[src/rtl/hwag_pkg.sv]
// Shared types and constants for the hwag SSRAM path: arbiter FSM states,
// default SSRAM geometry and the port-select encoding.
package hwag_pkg;

   localparam int SSRAM_AW = 8;
   localparam int SSRAM_DW = 16;

   typedef enum logic [1:0] {
      IDLE  = 2'd0,
      XFER  = 2'd1,
      RWAIT = 2'd2,
      ACK   = 2'd3
   } ssram_arb_state_t;

   typedef enum logic {
      PORT_A = 1'b0,
      PORT_B = 1'b1
   } port_sel_t;

endpackage

[src/rtl/arb_rr2.sv]
// Two-way round-robin picker: a lone requester wins, a tie goes to the port
// that was not granted last. Purely combinational, one-hot grant.
module arb_rr2
   import hwag_pkg::*;
(
   input  logic [1:0] req,
   input  logic       last,
   output logic [1:0] grant
);

   always_comb begin
      grant = 2'b00;
      case (req)
         2'b01:   grant = 2'b01;
         2'b10:   grant = 2'b10;
         2'b11:   grant = (last == PORT_B) ? 2'b01 : 2'b10;
         default: grant = 2'b00;
      endcase
   end

endmodule

[src/rtl/ssram_arbiter.sv]
// Arbitrates a host port (A) and a core port (B) onto one single-port SSRAM.
// One transaction at a time: IDLE latches a winner, XFER strobes, RWAIT
// covers read latency, ACK pulses the winner's ack.
//
// Handshake: x_req is sampled only in IDLE; once latched the transaction is
// owned by the arbiter and always ends with exactly one x_ack pulse (unless
// reset). x_rdata is valid while x_ack is high and holds until that port's
// next read.
module ssram_arbiter
   import hwag_pkg::*;
#(
   parameter int AW     = SSRAM_AW,
   parameter int DW     = SSRAM_DW,
   parameter int RD_LAT = 1
) (
   input  logic          clk,
   input  logic          rst,
   input  logic          a_req,
   input  logic          a_we,
   input  logic [AW-1:0] a_addr,
   input  logic [DW-1:0] a_wdata,
   output logic          a_ack,
   output logic [DW-1:0] a_rdata,
   input  logic          b_req,
   input  logic          b_we,
   input  logic [AW-1:0] b_addr,
   input  logic [DW-1:0] b_wdata,
   output logic          b_ack,
   output logic [DW-1:0] b_rdata,
   output logic          ssram_we,
   output logic          ssram_re,
   output logic [AW-1:0] ssram_addr,
   output logic [DW-1:0] ssram_wdata,
   input  logic [DW-1:0] ssram_rdata,
   output logic [1:0]    dbg_state_o
);

   // RWAIT spans RD_LAT-1 cycles; the counter is loaded with one less than that.
   localparam logic [1:0] CNT_INIT = (RD_LAT > 1) ? 2'(RD_LAT - 2) : 2'd0;

   ssram_arb_state_t state_q, state_d;
   port_sel_t        win_q, win_d;
   port_sel_t        last_q, last_d;
   logic             we_q, we_d;
   logic [1:0]       cnt_q, cnt_d;
   logic             ssram_we_q, ssram_we_d;
   logic             ssram_re_q, ssram_re_d;
   logic [AW-1:0]    ssram_addr_q, ssram_addr_d;
   logic [DW-1:0]    ssram_wdata_q, ssram_wdata_d;
   logic             a_ack_q, a_ack_d;
   logic             b_ack_q, b_ack_d;
   logic [DW-1:0]    a_rdata_q, a_rdata_d;
   logic [DW-1:0]    b_rdata_q, b_rdata_d;
   logic [1:0]       grant;
   logic             capture;

   arb_rr2 u_arb (
      .req   ({b_req, a_req}),
      .last  (last_q),
      .grant (grant)
   );

   always_ff @(posedge clk or negedge rst) begin
      if (!rst) begin
         state_q       <= IDLE;
         win_q         <= PORT_A;
         last_q        <= PORT_B;
         we_q          <= 1'b0;
         cnt_q         <= 2'd0;
         ssram_we_q    <= 1'b0;
         ssram_re_q    <= 1'b0;
         ssram_addr_q  <= '0;
         ssram_wdata_q <= '0;
         a_ack_q       <= 1'b0;
         b_ack_q       <= 1'b0;
         a_rdata_q     <= '0;
         b_rdata_q     <= '0;
      end else begin
         state_q       <= state_d;
         win_q         <= win_d;
         last_q        <= last_d;
         we_q          <= we_d;
         cnt_q         <= cnt_d;
         ssram_we_q    <= ssram_we_d;
         ssram_re_q    <= ssram_re_d;
         ssram_addr_q  <= ssram_addr_d;
         ssram_wdata_q <= ssram_wdata_d;
         a_ack_q       <= a_ack_d;
         b_ack_q       <= b_ack_d;
         a_rdata_q     <= a_rdata_d;
         b_rdata_q     <= b_rdata_d;
      end
   end

   always_comb begin
      state_d       = state_q;
      win_d         = win_q;
      last_d        = last_q;
      we_d          = we_q;
      cnt_d         = cnt_q;
      ssram_we_d    = 1'b0;
      ssram_re_d    = 1'b0;
      ssram_addr_d  = ssram_addr_q;
      ssram_wdata_d = ssram_wdata_q;
      a_rdata_d     = a_rdata_q;
      b_rdata_d     = b_rdata_q;
      capture       = 1'b0;

      case (state_q)
         IDLE: begin
            // The SSRAM address/data registers double as the transaction latch.
            if (grant[1]) begin
               win_d         = PORT_B;
               we_d          = b_we;
               ssram_addr_d  = b_addr;
               ssram_wdata_d = b_wdata;
               ssram_we_d    = b_we;
               ssram_re_d    = !b_we;
               state_d       = XFER;
            end else if (grant[0]) begin
               win_d         = PORT_A;
               we_d          = a_we;
               ssram_addr_d  = a_addr;
               ssram_wdata_d = a_wdata;
               ssram_we_d    = a_we;
               ssram_re_d    = !a_we;
               state_d       = XFER;
            end
         end
         XFER: begin
            if (we_q) begin
               state_d = ACK;
            end else if (RD_LAT <= 1) begin
               state_d = ACK;
               capture = 1'b1;
            end else begin
               state_d = RWAIT;
               cnt_d   = CNT_INIT;
            end
         end
         RWAIT: begin
            if (cnt_q == 2'd0) begin
               state_d = ACK;
               capture = 1'b1;
            end else begin
               cnt_d = cnt_q - 2'd1;
            end
         end
         ACK: begin
            last_d  = win_q;
            state_d = IDLE;
         end
         default: state_d = IDLE;
      endcase

      if (capture) begin
         if (win_q == PORT_A) a_rdata_d = ssram_rdata;
         else                 b_rdata_d = ssram_rdata;
      end

      a_ack_d = (state_d == ACK) && (win_d == PORT_A);
      b_ack_d = (state_d == ACK) && (win_d == PORT_B);
   end

   assign ssram_we    = ssram_we_q;
   assign ssram_re    = ssram_re_q;
   assign ssram_addr  = ssram_addr_q;
   assign ssram_wdata = ssram_wdata_q;
   assign a_ack       = a_ack_q;
   assign b_ack       = b_ack_q;
   assign a_rdata     = a_rdata_q;
   assign b_rdata     = b_rdata_q;
   assign dbg_state_o = state_q;

endmodule

[config.mk]
export PLATFORM = sky130hd
export DESIGN_NAME = ssram_arbiter
export DESIGN_NICKNAME = d
export VERILOG_FILES = /design/src/rtl/hwag_pkg.sv /design/src/rtl/arb_rr2.sv /design/src/rtl/ssram_arbiter.sv
export SDC_FILE = /design/constraint.sdc
export NUM_CORES = 1
export LEC_CHECK = 0
export ABC_AREA = 1
export BUFFER_PORTS_ARGS = -buffer_cell sky130_fd_sc_hd__buf_2
export CORE_UTILIZATION = 44
export CTS_CLUSTER_SIZE = 12
export DETAILED_ROUTE_END_ITERATION = 10
export PLACE_DENSITY_LB_ADDON = 0.05
export SLEW_MARGIN = 20
export SYNTH_ARGS = -nofsm -noshare
export SYNTH_HDL_FRONTEND = slang
export SYNTH_SLANG_ARGS = --single-unit
[constraint.sdc]
create_clock -name clk -period 1.53 [get_ports clk]
set_input_delay 0.0765 -clock clk [delete_from_list [all_inputs] [get_ports clk]]
set_output_delay 0.0765 -clock clk [all_outputs]
set_load 0.02 [all_outputs]
==> summary.md <==
The flow ran to the end, and the final reports show no timing, DRC or antenna violations. The tools report the number of antenna repair diodes as 0. The worst setup path is captured at a flip-flop. For this run, global-route usage on met3 was measured as 4.901%. Of the available clock period, the critical path in the final layout requires 99.40%.

The library cell with the largest summed area after synthesis is sky130_fd_sc_hd__dfrtp_1. In the post-synthesis netlist, the biggest area contributors are sky130_fd_sc_hd__dfrtp_1, sky130_fd_sc_hd__nand2_1, sky130_fd_sc_hd__inv_1. The floorplan step set the die width to 87.57 um.

In the synthesized netlist, the number of instances is 402. 132 I/O pins were placed. Summed over all nets, the switching power comes to 4558 uW.

The hold path startpoint is ssram_rdata[7]. The sum of overflow across all layers after global routing was 0; the synthesized area per cell was 8.015 sq um. The share of Yosys cell area claimed by the top area cell type was 51.26%; the via count of the first global-routing pass was 2755. The setup clock skew after layout is 6.980 ps, and the number of maximum-capacitance constraint violations is 0. Setup violations remaining at the end of the flow were counted as 0.

Height of the die: 87.57 um. The type of the worst min-delay path is input port to flip-flop. The total count of max-transition violations in the final report came out at 0. For the final routed database, the setup TNS stands at 0 ps. The H-tree was split into 3 levels.

Net count reported at finish: 627. For the pin with the worst max-slew slack, the measured transition is 607.4 ps. Counting the buffers created by CTS gives 9. During synthesis, Yosys emitted a total of 0 warnings. The initial antenna violation count was 0; the register bit count reported by yosys was 67. The share of total power dissipated in combinational logic is 50.8%. Weighted congestion at the end of routability-driven global placement: 0.7579. The worst setup path is launched from a flip-flop.

The internal power is 5478 uW. The aggregate routed wire length came out at 8123 um. The cell area power density was 2254 nW/um^2.

In this run the clock root is driven by a sky130_fd_sc_hd__clkbuf_8. For the count of fill cells added during filler insertion, the log shows 630. Sequential elements use 52.08% of the synthesized area.

The number of sinks handled by clock tree synthesis came out at 67. The post-detailed-placement half-perimeter wirelength is 5334 um. Subtracting the final worst setup slack from the clock period gives 1521 ps. For the worst-skew pair, the clock arrives at the later sink with an insertion delay of 340 ps. For the worst setup path, the data arrival time is 1750 ps.

The switching share of power was 45.42%. The worst-case headroom to the max-slew limit came out at 59.42%. Setup repair after global routing could not meet its margin everywhere.

For this run, the share of the core covered by cells in the final layout is 64.11%. The detailed router's first-iteration violation count is 120. The tools report the fraction of met1 tracks used by global routing as 27.07%. Type of the worst setup path: flip-flop to flip-flop.

For the net count of the mapped netlist, the log shows 477. The critical path starts at dbg_state_o[1]. After detailed routing, the number of vias per cell comes to 4.735. In this run the cell area of the synthesized design comes to 3222 sq um. TritonCTS built the clock tree. After clock tree synthesis, the clock-pin slew on the worst setup and hold paths is 70 ps. The sequential share of power was 31.5%. The floorplan step defined a die boundary enclosing 7669 sq um. Of all nets on the critical path, the largest fanout is 8. The first global-routing pass estimated 12450 um of wire.

The initial utilization of the core area, before any placement, comes to 46.40%. The area of the placeable core is 6944 sq um. The maximum number of pins on one net before global-route repair came out at 68. The run gives 3092 as the via count. Summed over all cells, the static leakage comes to 0.002617 uW.

After global routing, the most crowded layer is met2. For the total power, the log shows 10040 uW. The startpoint identified for the worst register-to-register timing path is dbg_state_o[1]. In the final layout, the share of cells above drive strength 1 is 34.11%. Counting distinct cell types in the post-synthesis netlist gives 19. Row generation in the floorplan step produced 30 rows. For met2 alone, demand over resource in global routing was 34.87%. In the final routed layout, each cell accounts on average for 12.44 um.

STA puts the critical path data required time at 1760 ps. In this run the remaining antenna-violating nets after routing total 0. The area growth from synthesis to layout is 38.17%, and the proportion of power drawn by the clock network is 17.6%.

Counting along the longest clock path gives a buffer depth of 2. The run gives 0 as the number of endpoints with negative hold slack in the final report. In this run the tool buffered the top-level ports with 131 buffer cells.

The run gives 0.6576 GHz as the maximum clock rate. For the number of detailed-routing iterations run before antenna repair, the log shows 4. In the routed design, unresolved DRC markers number 0. Global routing used 20.98% of the available tracks. IR analysis of the VDD net gives a maximum drop of 979.0 uV.
==> metrics by stage <==
step	instance area (sq um)	setup WS [ps]	hold WS, ps	cells
after floorplan	3224	11.07	-219.1	402
after global placement	3978	36.83	124.0	622
after detailed placement	3978	-12.23	122.5	622
after CTS	4328	-17.74	1.046	649
after global routing	4452	-65.22	11.43	653
final	4452	9.202	7.408	653
==> state kept, by name (all words and copies together), names as in the netlist <==
name,count
a_rdata,16
b_ack,1
cnt_q,2
last_q,1
we_q,1
a_ack,1
b_rdata,16
ssram_addr,8
dbg_state_o,2
win_q,1
ssram_wdata,16
ssram_re,1
ssram_we,1
==> repair_timing <==
action,4_1_cts,5_1_grt
hold buffers,11,0
pin swaps,0,4
endpoints found under the setup margin,7,32
setup buffers,0,2
resized for setup,0,20
hold endpoints to repair,78,0
gates cloned,0,2
==> cells in the mapped netlist <==
library cell	instances
sky130_fd_sc_hd__buf_1	4
sky130_fd_sc_hd__dfstp_2	1
sky130_fd_sc_hd__a21oi_4	1
sky130_fd_sc_hd__o21ai_4	2
sky130_fd_sc_hd__buf_6	6
sky130_fd_sc_hd__a21o_4	1
sky130_fd_sc_hd__nand4_1	32
sky130_fd_sc_hd__ha_1	5
sky130_fd_sc_hd__o21ai_0	2
sky130_fd_sc_hd__nand3_2	2
sky130_fd_sc_hd__nor2_1	5
sky130_fd_sc_hd__buf_2	9
sky130_fd_sc_hd__inv_2	4
sky130_fd_sc_hd__clkbuf_2	1
sky130_fd_sc_hd__dfrtp_1	66
sky130_fd_sc_hd__nand2_1	174
sky130_fd_sc_hd__inv_1	57
sky130_fd_sc_hd__nand3_1	29
sky130_fd_sc_hd__xor2_1	1
==> worst max-delay path, stage by stage, from the launching register on <==
cell	delay (ps)
sky130_fd_sc_hd__dfrtp_2	430
sky130_fd_sc_hd__inv_2	90
sky130_fd_sc_hd__ha_4	130
sky130_fd_sc_hd__inv_2	40
sky130_fd_sc_hd__o21ai_4	280
sky130_fd_sc_hd__buf_12	160
sky130_fd_sc_hd__nand3_4	140
sky130_fd_sc_hd__nand2_2	110
sky130_fd_sc_hd__nand2_2	50
==> power by group through the flow <==
stage | sequential (uW) | combinational, uW | clock (uW)
after floorplan | 4080 | 2160 | 0
after global placement | 3150 | 4550 | 0
after detailed placement | 3140 | 4650 | 0
after CTS | 3130 | 4670 | 1810
after global routing | 3270 | 5630 | 1860
final | 3160 | 5100 | 1770
==> layout by cell type (no fill, tap or decap), drive strengths merged <==
| cell type | Yosys | routed |
|---|---|---|
| nor2 | 5 | 5 |
| ha | 5 | 5 |
| inv | 61 | 61 |
| dfrtp | 66 | 66 |
| xor2 | 1 | 1 |
| o21ai | 4 | 4 |
| nand4 | 32 | 32 |
| nand3 | 31 | 33 |
| clkbuf | 1 | 9 |
| bufinv | 0 | 3 |
| nand2 | 174 | 174 |
| dfstp | 1 | 1 |
| a21oi | 1 | 1 |
| a21o | 1 | 1 |
| clkinv | 0 | 3 |
| dlygate4sd3 | 0 | 11 |
| buf | 19 | 146 |
| clkinvlp | 0 | 1 |
==> metal layers <==
layer,share of wire (%),vias to the layer above
li1,-,1545
met1,44,1413
met2,49,126
met3,6.6,8
met4,0.96,0
met5,0,-
==> final timing paths <==
check                                 end  slack [ps]  cells after the start
setup / recovery               a_rdata[8]           9                      8
hold / removal                 b_rdata[7]           7                      3
setup reg to reg               a_rdata[8]           9                      8
hold reg to reg                b_rdata[1]         470                      2
max in group asynchronous  dbg_state_o[1]         920                      3
min in group asynchronous      b_rdata[9]         260                      3
==> logic make-up (layout without fill, tap and decap cells) <==
kind of cell    Yosys count  in the layout  share of synthesized area (%)
compound gates            6              6                          2.291
simple gates            242            244                          32.19
flops                    67             67                          52.08
fa+ha+maj                 5              5                          1.942
buf+inv                  81            234                          11.22
xor+xnor                  1              1                         0.2719
==> area by class of cell <==
class | instances | area [sq um] | share of cell area, %
Clock buffer | 9 | 123.9 | 2.782
Clock inverter | 7 | 116.4 | 2.614
Inverter | 61 | 229.0 | 5.143
Multi-Input combinational cell | 256 | 1270 | 28.53
Sequential cell | 67 | 1682 | 37.77
Tap cell | 96 | 120.1 | 2.698
Timing Repair Buffer | 157 | 910.9 | 20.46
(Power assumes the default switching activity.)
